## config.mk

```make
export PLATFORM = sky130hd
export DESIGN_NAME = tick_interval_capture
export DESIGN_NICKNAME = d
export VERILOG_FILES = /design/src/rtl/tick_capture_pkg.sv /design/src/rtl/tick_fifo.sv /design/src/rtl/tick_interval_capture.sv
export SDC_FILE = /design/constraint.sdc
export NUM_CORES = 1
export LEC_CHECK = 0
export CORE_MARGIN = 1.5
export CORE_UTILIZATION = 50
export CTS_CLUSTER_SIZE = 30
export DETAILED_ROUTE_END_ITERATION = 10
export DONT_BUFFER_PORTS = 1
export PLACE_DENSITY = 0.66
export SYNTH_ARGS = -nofsm -noshare
export SYNTH_HDL_FRONTEND = slang
export SYNTH_SLANG_ARGS = --single-unit
export TNS_END_PERCENT = 50
```

## constraint.sdc

```tcl
create_clock -name clk -period 8.2 [get_ports clk]
set_input_delay 0.82 -clock clk [delete_from_list [all_inputs] [get_ports clk]]
set_output_delay 0.82 -clock clk [all_outputs]
set_load 0.005 [all_outputs]
```

## src/rtl/tick_capture_pkg.sv

```systemverilog
// Shared types and default sizes for the tick interval capture block.
package tick_capture_pkg;

  // Measurement FSM: waiting for a start, or holding a start and waiting for its end.
  typedef enum logic {
    IDLE  = 1'b0,
    ARMED = 1'b1
  } state_e;

  localparam int unsigned TW_DEF    = 32;
  localparam int unsigned IDW_DEF   = 4;
  localparam int unsigned DEPTH_DEF = 4;
  localparam int unsigned ORPHAN_W  = 8;

  localparam logic [ORPHAN_W-1:0] ORPHAN_MAX = 8'hFF;

endpackage

```

## src/rtl/tick_fifo.sv

```systemverilog
// Synchronous show-ahead FIFO; dout presents the head entry whenever empty is low.
// DEPTH must be a power of two and at least 2.
module tick_fifo #(
  parameter int unsigned W     = 36,
  parameter int unsigned DEPTH = 4
) (
  input  logic         clk,
  input  logic         rst,
  input  logic         push,
  input  logic         pop,
  input  logic [W-1:0] din,
  output logic [W-1:0] dout,
  output logic         full,
  output logic         empty
);

  localparam int unsigned AW = $clog2(DEPTH);
  localparam int unsigned PW = AW + 1;

  logic [W-1:0]  mem [DEPTH];
  logic [PW-1:0] wr_q;
  logic [PW-1:0] rd_q;
  logic          do_push;
  logic          do_pop;

  // A pop frees a slot in the same cycle, so a push into a full FIFO succeeds alongside it.
  always_comb begin
    do_pop  = pop && !empty;
    do_push = push && (!full || do_pop);
  end

  // Storage and pointers; the extra pointer bit distinguishes full from empty.
  always_ff @(posedge clk) begin
    if (rst) begin
      wr_q <= '0;
      rd_q <= '0;
      for (int i = 0; i < int'(DEPTH); i++) begin
        mem[i] <= '0;
      end
    end else begin
      if (do_push) begin
        mem[wr_q[AW-1:0]] <= din;
        wr_q              <= wr_q + PW'(1);
      end
      if (do_pop) begin
        rd_q <= rd_q + PW'(1);
      end
    end
  end

  assign empty = (wr_q == rd_q);
  assign full  = (wr_q[AW] != rd_q[AW]) && (wr_q[AW-1:0] == rd_q[AW-1:0]);
  assign dout  = mem[rd_q[AW-1:0]];

endmodule

```

## src/rtl/tick_interval_capture.sv

```systemverilog
// Captures start/end cycle counts, queues tagged elapsed-cycle intervals for a host.
// Optional macro TICK_CAPTURE_MAXHOLD_EN adds a running maximum output max_interval.
module tick_interval_capture
  import tick_capture_pkg::*;
#(
  parameter int unsigned TW    = TW_DEF,
  parameter int unsigned DEPTH = DEPTH_DEF,
  parameter int unsigned IDW   = IDW_DEF
) (
  input  logic                clk,
  input  logic                rst,
  input  logic [TW-1:0]       ticks,
  input  logic                start,
  input  logic                end_ev,
  output logic                out_valid,
  input  logic                out_ready,
  output logic [TW-1:0]       out_interval,
  output logic [IDW-1:0]      out_id,
  output logic                armed,
  output logic                overflow,
`ifdef TICK_CAPTURE_MAXHOLD_EN
  output logic [TW-1:0]       max_interval,
`endif
  output logic [ORPHAN_W-1:0] orphan_cnt
);

  localparam int unsigned RW = TW + IDW;

  state_e                state_q;
  state_e                state_d;
  logic [TW-1:0]         t0_q;
  logic [IDW-1:0]        seq_q;
  logic [ORPHAN_W-1:0]   orphan_q;
  logic                  overflow_q;
  logic [TW-1:0]         interval_c;
  logic                  push_c;
  logic                  latch_c;
  logic                  orphan_inc_c;
  logic                  pop_c;
  logic                  fifo_full;
  logic                  fifo_empty;
  logic [RW-1:0]         fifo_din;
  logic [RW-1:0]         fifo_dout;

  // Modular subtraction keeps the interval correct across a counter wrap.
  assign interval_c = ticks - t0_q;

  // FSM state register.
  always_ff @(posedge clk) begin
    if (rst) begin
      state_q <= IDLE;
    end else begin
      state_q <= state_d;
    end
  end

  // Next state: a start always (re)arms; an end without a simultaneous start disarms.
  always_comb begin
    state_d = state_q;
    case (state_q)
      IDLE:    if (start) state_d = ARMED;
      ARMED:   if (end_ev && !start) state_d = IDLE;
      default: state_d = IDLE;
    endcase
  end

  // FSM actions: an end while idle is an orphan; an end while armed produces a result.
  always_comb begin
    push_c       = 1'b0;
    latch_c      = 1'b0;
    orphan_inc_c = 1'b0;
    case (state_q)
      IDLE: begin
        latch_c      = start;
        orphan_inc_c = end_ev;
      end
      ARMED: begin
        push_c  = end_ev;
        latch_c = start;
      end
      default: ;
    endcase
  end

  // Start timestamp.
  always_ff @(posedge clk) begin
    if (rst) begin
      t0_q <= '0;
    end else if (latch_c) begin
      t0_q <= ticks;
    end
  end

  // Sequence tag advances on every result, dropped or not, so drops show as tag gaps.
  always_ff @(posedge clk) begin
    if (rst) begin
      seq_q <= '0;
    end else if (push_c) begin
      seq_q <= seq_q + IDW'(1);
    end
  end

  // Saturating count of unmatched end events.
  always_ff @(posedge clk) begin
    if (rst) begin
      orphan_q <= '0;
    end else if (orphan_inc_c && (orphan_q != ORPHAN_MAX)) begin
      orphan_q <= orphan_q + ORPHAN_W'(1);
    end
  end

  // Sticky drop flag: a result arrived while full with no pop to make room.
  always_ff @(posedge clk) begin
    if (rst) begin
      overflow_q <= 1'b0;
    end else if (push_c && fifo_full && !pop_c) begin
      overflow_q <= 1'b1;
    end
  end

`ifdef TICK_CAPTURE_MAXHOLD_EN
  logic [TW-1:0] max_q;

  // Largest interval measured, including results the FIFO could not hold.
  always_ff @(posedge clk) begin
    if (rst) begin
      max_q <= '0;
    end else if (push_c && (interval_c > max_q)) begin
      max_q <= interval_c;
    end
  end

  assign max_interval = max_q;
`endif

  assign pop_c    = out_valid && out_ready;
  assign fifo_din = {seq_q, interval_c};

  tick_fifo #(
    .W     (RW),
    .DEPTH (DEPTH)
  ) u_fifo (
    .clk   (clk),
    .rst   (rst),
    .push  (push_c),
    .pop   (pop_c),
    .din   (fifo_din),
    .dout  (fifo_dout),
    .full  (fifo_full),
    .empty (fifo_empty)
  );

  assign out_valid    = !fifo_empty;
  assign out_interval = fifo_dout[TW-1:0];
  assign out_id       = fifo_dout[RW-1:TW];
  assign armed        = (state_q == ARMED);
  assign overflow     = overflow_q;
  assign orphan_cnt   = orphan_q;

endmodule

```

==> impl_results.md, run 1 <==
- Status: finished clean
- Clock Tree Buf Depth: 2
- Startpoint class of the critical path: flip-flop
- Initial antenna violation count: 0
- Switching part of the total: 27.28%
- Yosys top cell by area: edfxtp_1
- Die area: 20510 um2
- Die Height: 143.2 um
- Critical Path AT: 3820 ps
- Measured slew at the worst slew-check pin: 1083 ps
- Post-Synth Simple-Gate Area: 13.97%
- Mapped Cells: 866
- Total placed instance area: 10010 um2
- Adder-cell share of the synthesized area: 4.787%
- Net Count, Synth: 940
- Synth Cell Area: 9828 um2
- Worst r2r src: u_fifo.wr_q[0]$_SDFFE_PP0P_
- Congestion Overflow GR: 0
- DP HPWL: 13.72 mm
- Clock sinks: 198
- Most frequent cells in the layout: nor2_1, edfxtp_1, dfxtp_1
- Hold crit path type: primary input to flip-flop
- Vias/cell: 5.561
- EDFF count, synth: 144
- Pre-antenna DRT Iters: 5
- Cell-internal power: 1672 uW
- Htree depth: 4
- Clock latency at the later pin of the worst-skew pair: 440 ps
- Critical Path Source: u_fifo.wr_q[0]$_SDFFE_PP0P_
- Power Total: 2300 uW
- Clk_skew: 11.55 ps
- Post-CTS Hold Buffers: 0
- Async SR Flop Fraction: 0%
- VDD IR max: 0.0001493 V
- Max Cap Viol: 0
- Drt wl/cell: 18.57 um
- Switching power: 627.3 uW
- # DRC: 0
- Layout Nets: 922
- RSZ-0062 raised after global routing: no
- GRT Total Usage: 21.66%
- Top Ports: 84
- Seq pwr share: 49.4%
- Slew margin rel.: 27.81%
- Register bit total from synthesis: 198
- Synth Flop Type: edfxtp_1
- Synth Area in XOR/XNOR: 3.832%
- Design Area, Final: 10590 um2
- Vias: 6262
- Antenna diode count: 0
- Pwr dens: 217.2 nW/um2
- Root Driver: clkbuf_16
- Fmax: 269.1 MHz
- Layout cells sized above 1: 9.756%
- Area Growth Syn to Fin: 7.740%
- Std-Cell Core Area: 19400 um2
- Unique cell type count in the Yosys netlist: 57
- CP Class: flip-flop to flip-flop
- Top Layer Used: met4
- Gpl congestion: 0.9005
- Final period utilization: 45.31%
- Min setup slack post-route: 4484 ps
- Rows: 51
- Hold_sp: rst
- First-pass GRT wire length: 33.42 mm
- Met3 WL: 1.329 mm
- Metal2 WL: 9.556 mm
- Pre-CTS setup slack: 4248 ps
- Postcts setup bufs: 0
- Worst-path clk slew: 70 ps
- Starting density of the core: 50.66%
- Max FO, Critical Path: 37
- Clock share of power: 35.3%
- Combinational family with the most area after synthesis: simple AND/OR/NAND/NOR gates
- Post-cts sizing count: 0
- Metal-1 WL: 9.766 mm
- Logic pwr share: 15.3%
- Worst Path Required: 8310 ps
- Wirelength, routed: 20.91 mm
- Avg Cell Area, Syn: 11.35 um2
- Final hold vios: 0
- CTS tree: built
- DRT iter0 DRCs: 358
- Vias in the first global route: 6250
- Max-slew violation count: 0
- Die W: 143.2 um
- # setup viols final: 0
- DRT antenna net count: 0
- Commonest non-fill, non-tap cell in the layout: nor2_1
- Critical Path End Type: flip-flop
- Dominant cells by area after synthesis: edfxtp_1, dfxtp_1, mux4_2
- Area share of the largest cell type after synthesis: 44.00%
- Core Util, Final: 54.59%
- TritonCTS Buffers: 17
- Post-synthesis compound-gate area fraction: 6.989%
- Yosys warnings: 0
- Leakage: 0.003905 uW
- IO buf count: 0
- Min Clock Period, post-route: 3716 ps
- Largest net degree at the start of global routing: 60
- Post-synthesis sequential area ratio: 55.00%
- Fin Setup TNS: 0 ps
- Mux cell area share after synthesis: 11.71%
state kept, by name, summed over array words and instances (netlist names), named ones only:
name / flops
armed: 1
overflow: 1
orphan_cnt: 8
u_fifo.wr_q: 3
u_fifo.mem: 144
u_fifo.rd_q: 3
t0_q: 32
seq_q: 4
metrics by stage:
step,instances,hold WS [ps]
2_1_floorplan,866,460.4
3_3_place_gp,1094,472.9
3_5_place_dp,1094,479.7
4_1_cts,1126,433.8
5_1_grt,1126,426.4
6_report,1126,446.6
worst max-delay path: stages, from the launching register on:
cell      delay (ps)
dfxtp_1          460
xor2_1           250
nor4_1           120
or3_2            810
or3_1            460
buf_4            270
nand2b_1         560
buf_4            430
synthesized netlist by cell type, types with 3 or more instances:
cell type  count
mux2i_1       34
o31ai_1        3
nand4_1       13
buf_1          5
xnor2_1       23
mux4_2        36
o21ai_0       26
a21o_1         3
a21oi_1       48
xor2_1        20
inv_1         42
nor2_1       209
or3_1          6
o21bai_1       4
o21a_1         5
clkbuf_1      24
nand2_1       46
nand3_1       10
ha_1          36
dfxtp_1       54
nand2b_1       9
nor3_1        10
edfxtp_1     144
buf_2         12
nor4_1         3
buf_6          3
routing by layer:
metal | vias to the layer above | track usage (%)
met5 | - | 0
met4 | 0 | 6.131
met3 | 21 | 5.097
met2 | 160 | 33.16
met1 | 3032 | 30.90
li1 | 3049 | -
path summary, 6_finish.rpt:
path                                                        end  slack (ps)  depth (start not counted)
worst max-delay path            u_fifo.mem[0][20]$_SDFFCE_PN0P_        4480                          7
worst min-delay path                      t0_q[28]$_SDFFE_PP0P_         450                          1
worst max register to register  u_fifo.mem[0][20]$_SDFFCE_PN0P_        4480                          7
worst min register to register             t0_q[9]$_SDFFE_PP0P_         500                          2
power groups by stage:
stage	Clock (uW)	Sequential, uW	Combinational (uW)
2_1_floorplan	0	1150	273
3_3_place_gp	0	1160	350
3_5_place_dp	0	1160	352
4_1_cts	827	1140	353
5_1_grt	868	1140	388
6_report	812	1140	352
logic make-up (layout without fill, tap and decap cells):
logic type | count (synthesis) | after routing
AO/OA/AOI/OAI | 111 | 111
XOR/XNOR | 43 | 43
adder cells (fa/ha/maj) | 37 | 37
buffers and inverters | 87 | 82
flip-flops | 198 | 198
multiplexers | 70 | 70
AND/OR/NAND/NOR | 320 | 320
layout make-up:
class / count / area [um2]
multi-input cells: 581 / 4059
clock inverters: 15 / 148.9
flip-flops and latches: 198 / 5406
fillers: 1747 / 8810
clock buffers: 17 / 425.4
repair buffers: 8 / 60.06
well taps: 265 / 331.6
inverters: 42 / 157.7
Note: power is estimated with default switching activity, not from simulation.
==> run 2, diff against run 1 <==
--- a/config.mk
+++ b/config.mk
@@ -10,7 +10,7 @@
 export CTS_CLUSTER_SIZE = 30
 export DETAILED_ROUTE_END_ITERATION = 10
 export DONT_BUFFER_PORTS = 1
-export PLACE_DENSITY = 0.66
+export PLACE_DENSITY = 0.69
 export SYNTH_ARGS = -nofsm -noshare
 export SYNTH_HDL_FRONTEND = slang
 export SYNTH_SLANG_ARGS = --single-unit
==> constraint.sdc (replaced) <==
create_clock -name clk -period 3.35 [get_ports clk]
set_input_delay 0.335 -clock clk [delete_from_list [all_inputs] [get_ports clk]]
set_output_delay 0.335 -clock clk [all_outputs]
set_load 0.005 [all_outputs]
==> run 2 against run 1 <==
Sequential share of layout area is 0.33 points lower. Critical path depth is 2 higher. First-iteration DRC count is 48% higher. Wire length is 2.0% higher. Die area stayed put. Worst hold slack worse by 420 ps. Fmax is 22% higher. Clock power is 150% higher. Via count is 2.2% higher. Non-clock buffer count is 6 higher. Combinational power is 150% higher. Clock-buffer cell count stayed put. Critical path type unchanged. Largest power group unchanged. Highest routed layer unchanged.
==> impl_results.md, run 2 (synthesis gave the netlist of run 1 again) <==
- First-pass GRT wire length: 34.31 mm
- Layout Nets: 928
- Crit path buf inv count: 1
- Congestion Overflow GR: 0
- Vias: 6399
- Std-Cell Core Area: 19400 um2
- Initial antenna violation count: 0
- Total placed instance area: 10060 um2
- Hold crit path type: primary input to flip-flop
- Pre-CTS setup slack: 299.8 ps
- Drt wl/cell: 18.84 um
- Slew margin rel.: 35.91%
- Leakage: 0.003946 uW
- Clock latency at the later pin of the worst-skew pair: 440 ps
- Layout cells sized above 1: 10.50%
- CTS tree: built
- Clock Tree Buf Depth: 2
- Worst Path Required: 3520 ps
- Pre-antenna DRT Iters: 6
- Top Layer Used: met4
- Fill cell count: 1699
- Final hold vios: 0
- Worst r2r src: t0_q[2]$_SDFFE_PP0P_
- CP Cell Sequence: inv_1 -> ha_1 -> o211ai_1 -> a21oi_1 -> nor2_1 -> o31ai_1 -> a41oi_1 -> xor2_1 -> nor2_1
- Pwr dens: 530.6 nW/um2
- IO buf count: 0
- Critical Path End Type: flip-flop
- Critical Path Source: t0_q[2]$_SDFFE_PP0P_
- # DRC: 0
- Antenna diode count: 0
- Top Ports: 84
- Largest net degree at the start of global routing: 54
- Max reg flops: 144
- Hold_sp: start
- RSZ-0062 raised after global routing: no
- Max FO, Critical Path: 4
- Min setup slack post-route: 310.8 ps
- Fin Setup TNS: 0 ps
- TritonCTS Buffers: 17
- Clk_skew: 14.94 ps
- Final non-filler cell total: 1132
- Rows: 51
- Measured slew at the worst slew-check pin: 949.0 ps
- Crit path max-delay cell type: o31ai_1
- Commonest non-fill, non-tap cell in the layout: nor2_1
- Die area: 20510 um2
- DP HPWL: 14.12 mm
- Core Util, Final: 54.94%
- Root Driver: clkbuf_16
- Met3 WL: 1.535 mm
- Crit-path max cell delay: 690 ps
- Most frequent cells in the layout: nor2_1, edfxtp_1, dfxtp_1
- Placed instance count: 1099
- VDD IR max: 0.0003686 V
- # setup viols final: 0
- CP Class: flip-flop to flip-flop
- Vias in the first global route: 6355
- Worst-path clk slew: 80 ps
- Status: finished clean
- Startpoint class of the critical path: flip-flop
- Design Area, Final: 10660 um2
- Vias/cell: 5.653
- Final period utilization: 90.72%
- Max-slew violation count: 0
- Most Frequent Cell on Critical Path: nor2_1
- Area Growth Syn to Fin: 8.440%
- Post-cts sizing count: 0
- Critical Path AT: 3210 ps
- Die W: 143.2 um
- Clock sinks: 198
- DRT iter0 DRCs: 531
- Max Cap Viol: 0
- Wirelength, routed: 21.32 mm
- Starting density of the core: 50.66%
- Htree depth: 4
- Fmax: 329.0 MHz
- Metal2 WL: 9.929 mm
- Metal-1 WL: 9.537 mm
- Top reg by flops: u_fifo.mem
- Min Clock Period, post-route: 3039 ps
- CP delay by family, top: compound AO/OA/AOI/OAI gates
- Gpl congestion: 0.9076
- Die Height: 143.2 um
- DRT antenna net count: 0
- GRT Total Usage: 22.17%
==> run 2: routing by layer <==
metal / GRT usage [%] / vias up
li1: - / 3064
met1: 30.42 / 3118
met3: 5.265 / 27
met4: 6.457 / 0
met2: 35.19 / 190
met5: 0 / -
==> run 2: what timing repair did <==
action	CTS	global route
endpoints found under the hold margin	54	0
buffers inserted	0	0
hold buffers	1	0
endpoints found under the setup margin	0	0
==> run 2: power breakdown <==
| part | switching, uW | internal (uW) |
|---|---|---|
| clock network | 997 | 994 |
| logic | 543 | 326 |
| registers | 58.4 | 2740 |
| total | 1600 | 4060 |
==> run 2: final timing paths <==
path                            slack (ps)                         endpoint  cells past startpoint
worst min-delay path                    20                 armed$_SDFF_PP0_                      2
worst max-delay path                   310  u_fifo.mem[1][29]$_SDFFCE_PN0P_                      9
worst min register to register         490            t0_q[10]$_SDFFE_PP0P_                      2
worst max register to register         310  u_fifo.mem[1][29]$_SDFFCE_PN0P_                      9
==> run 2: area by class of cell <==
type | count | area, um2 | share of cell area (%)
Tap cell | 265 | 331.6 | 3.111
Clock buffer | 17 | 425.4 | 3.992
Sequential cell | 198 | 5406 | 50.73
Timing Repair Buffer | 14 | 130.1 | 1.221
Clock inverter | 15 | 148.9 | 1.397
Multi-Input combinational cell | 581 | 4058 | 38.07
Inverter | 42 | 157.7 | 1.479
==> run 2: metrics by stage <==
stage               hold slack [ps]  total power [uW]
finish                        24.63              5655
CTS                           7.031              5681
detailed placement            406.2              3703
floorplan                     460.4              3488
global placement              404.2              3692
global route                  12.96              5877
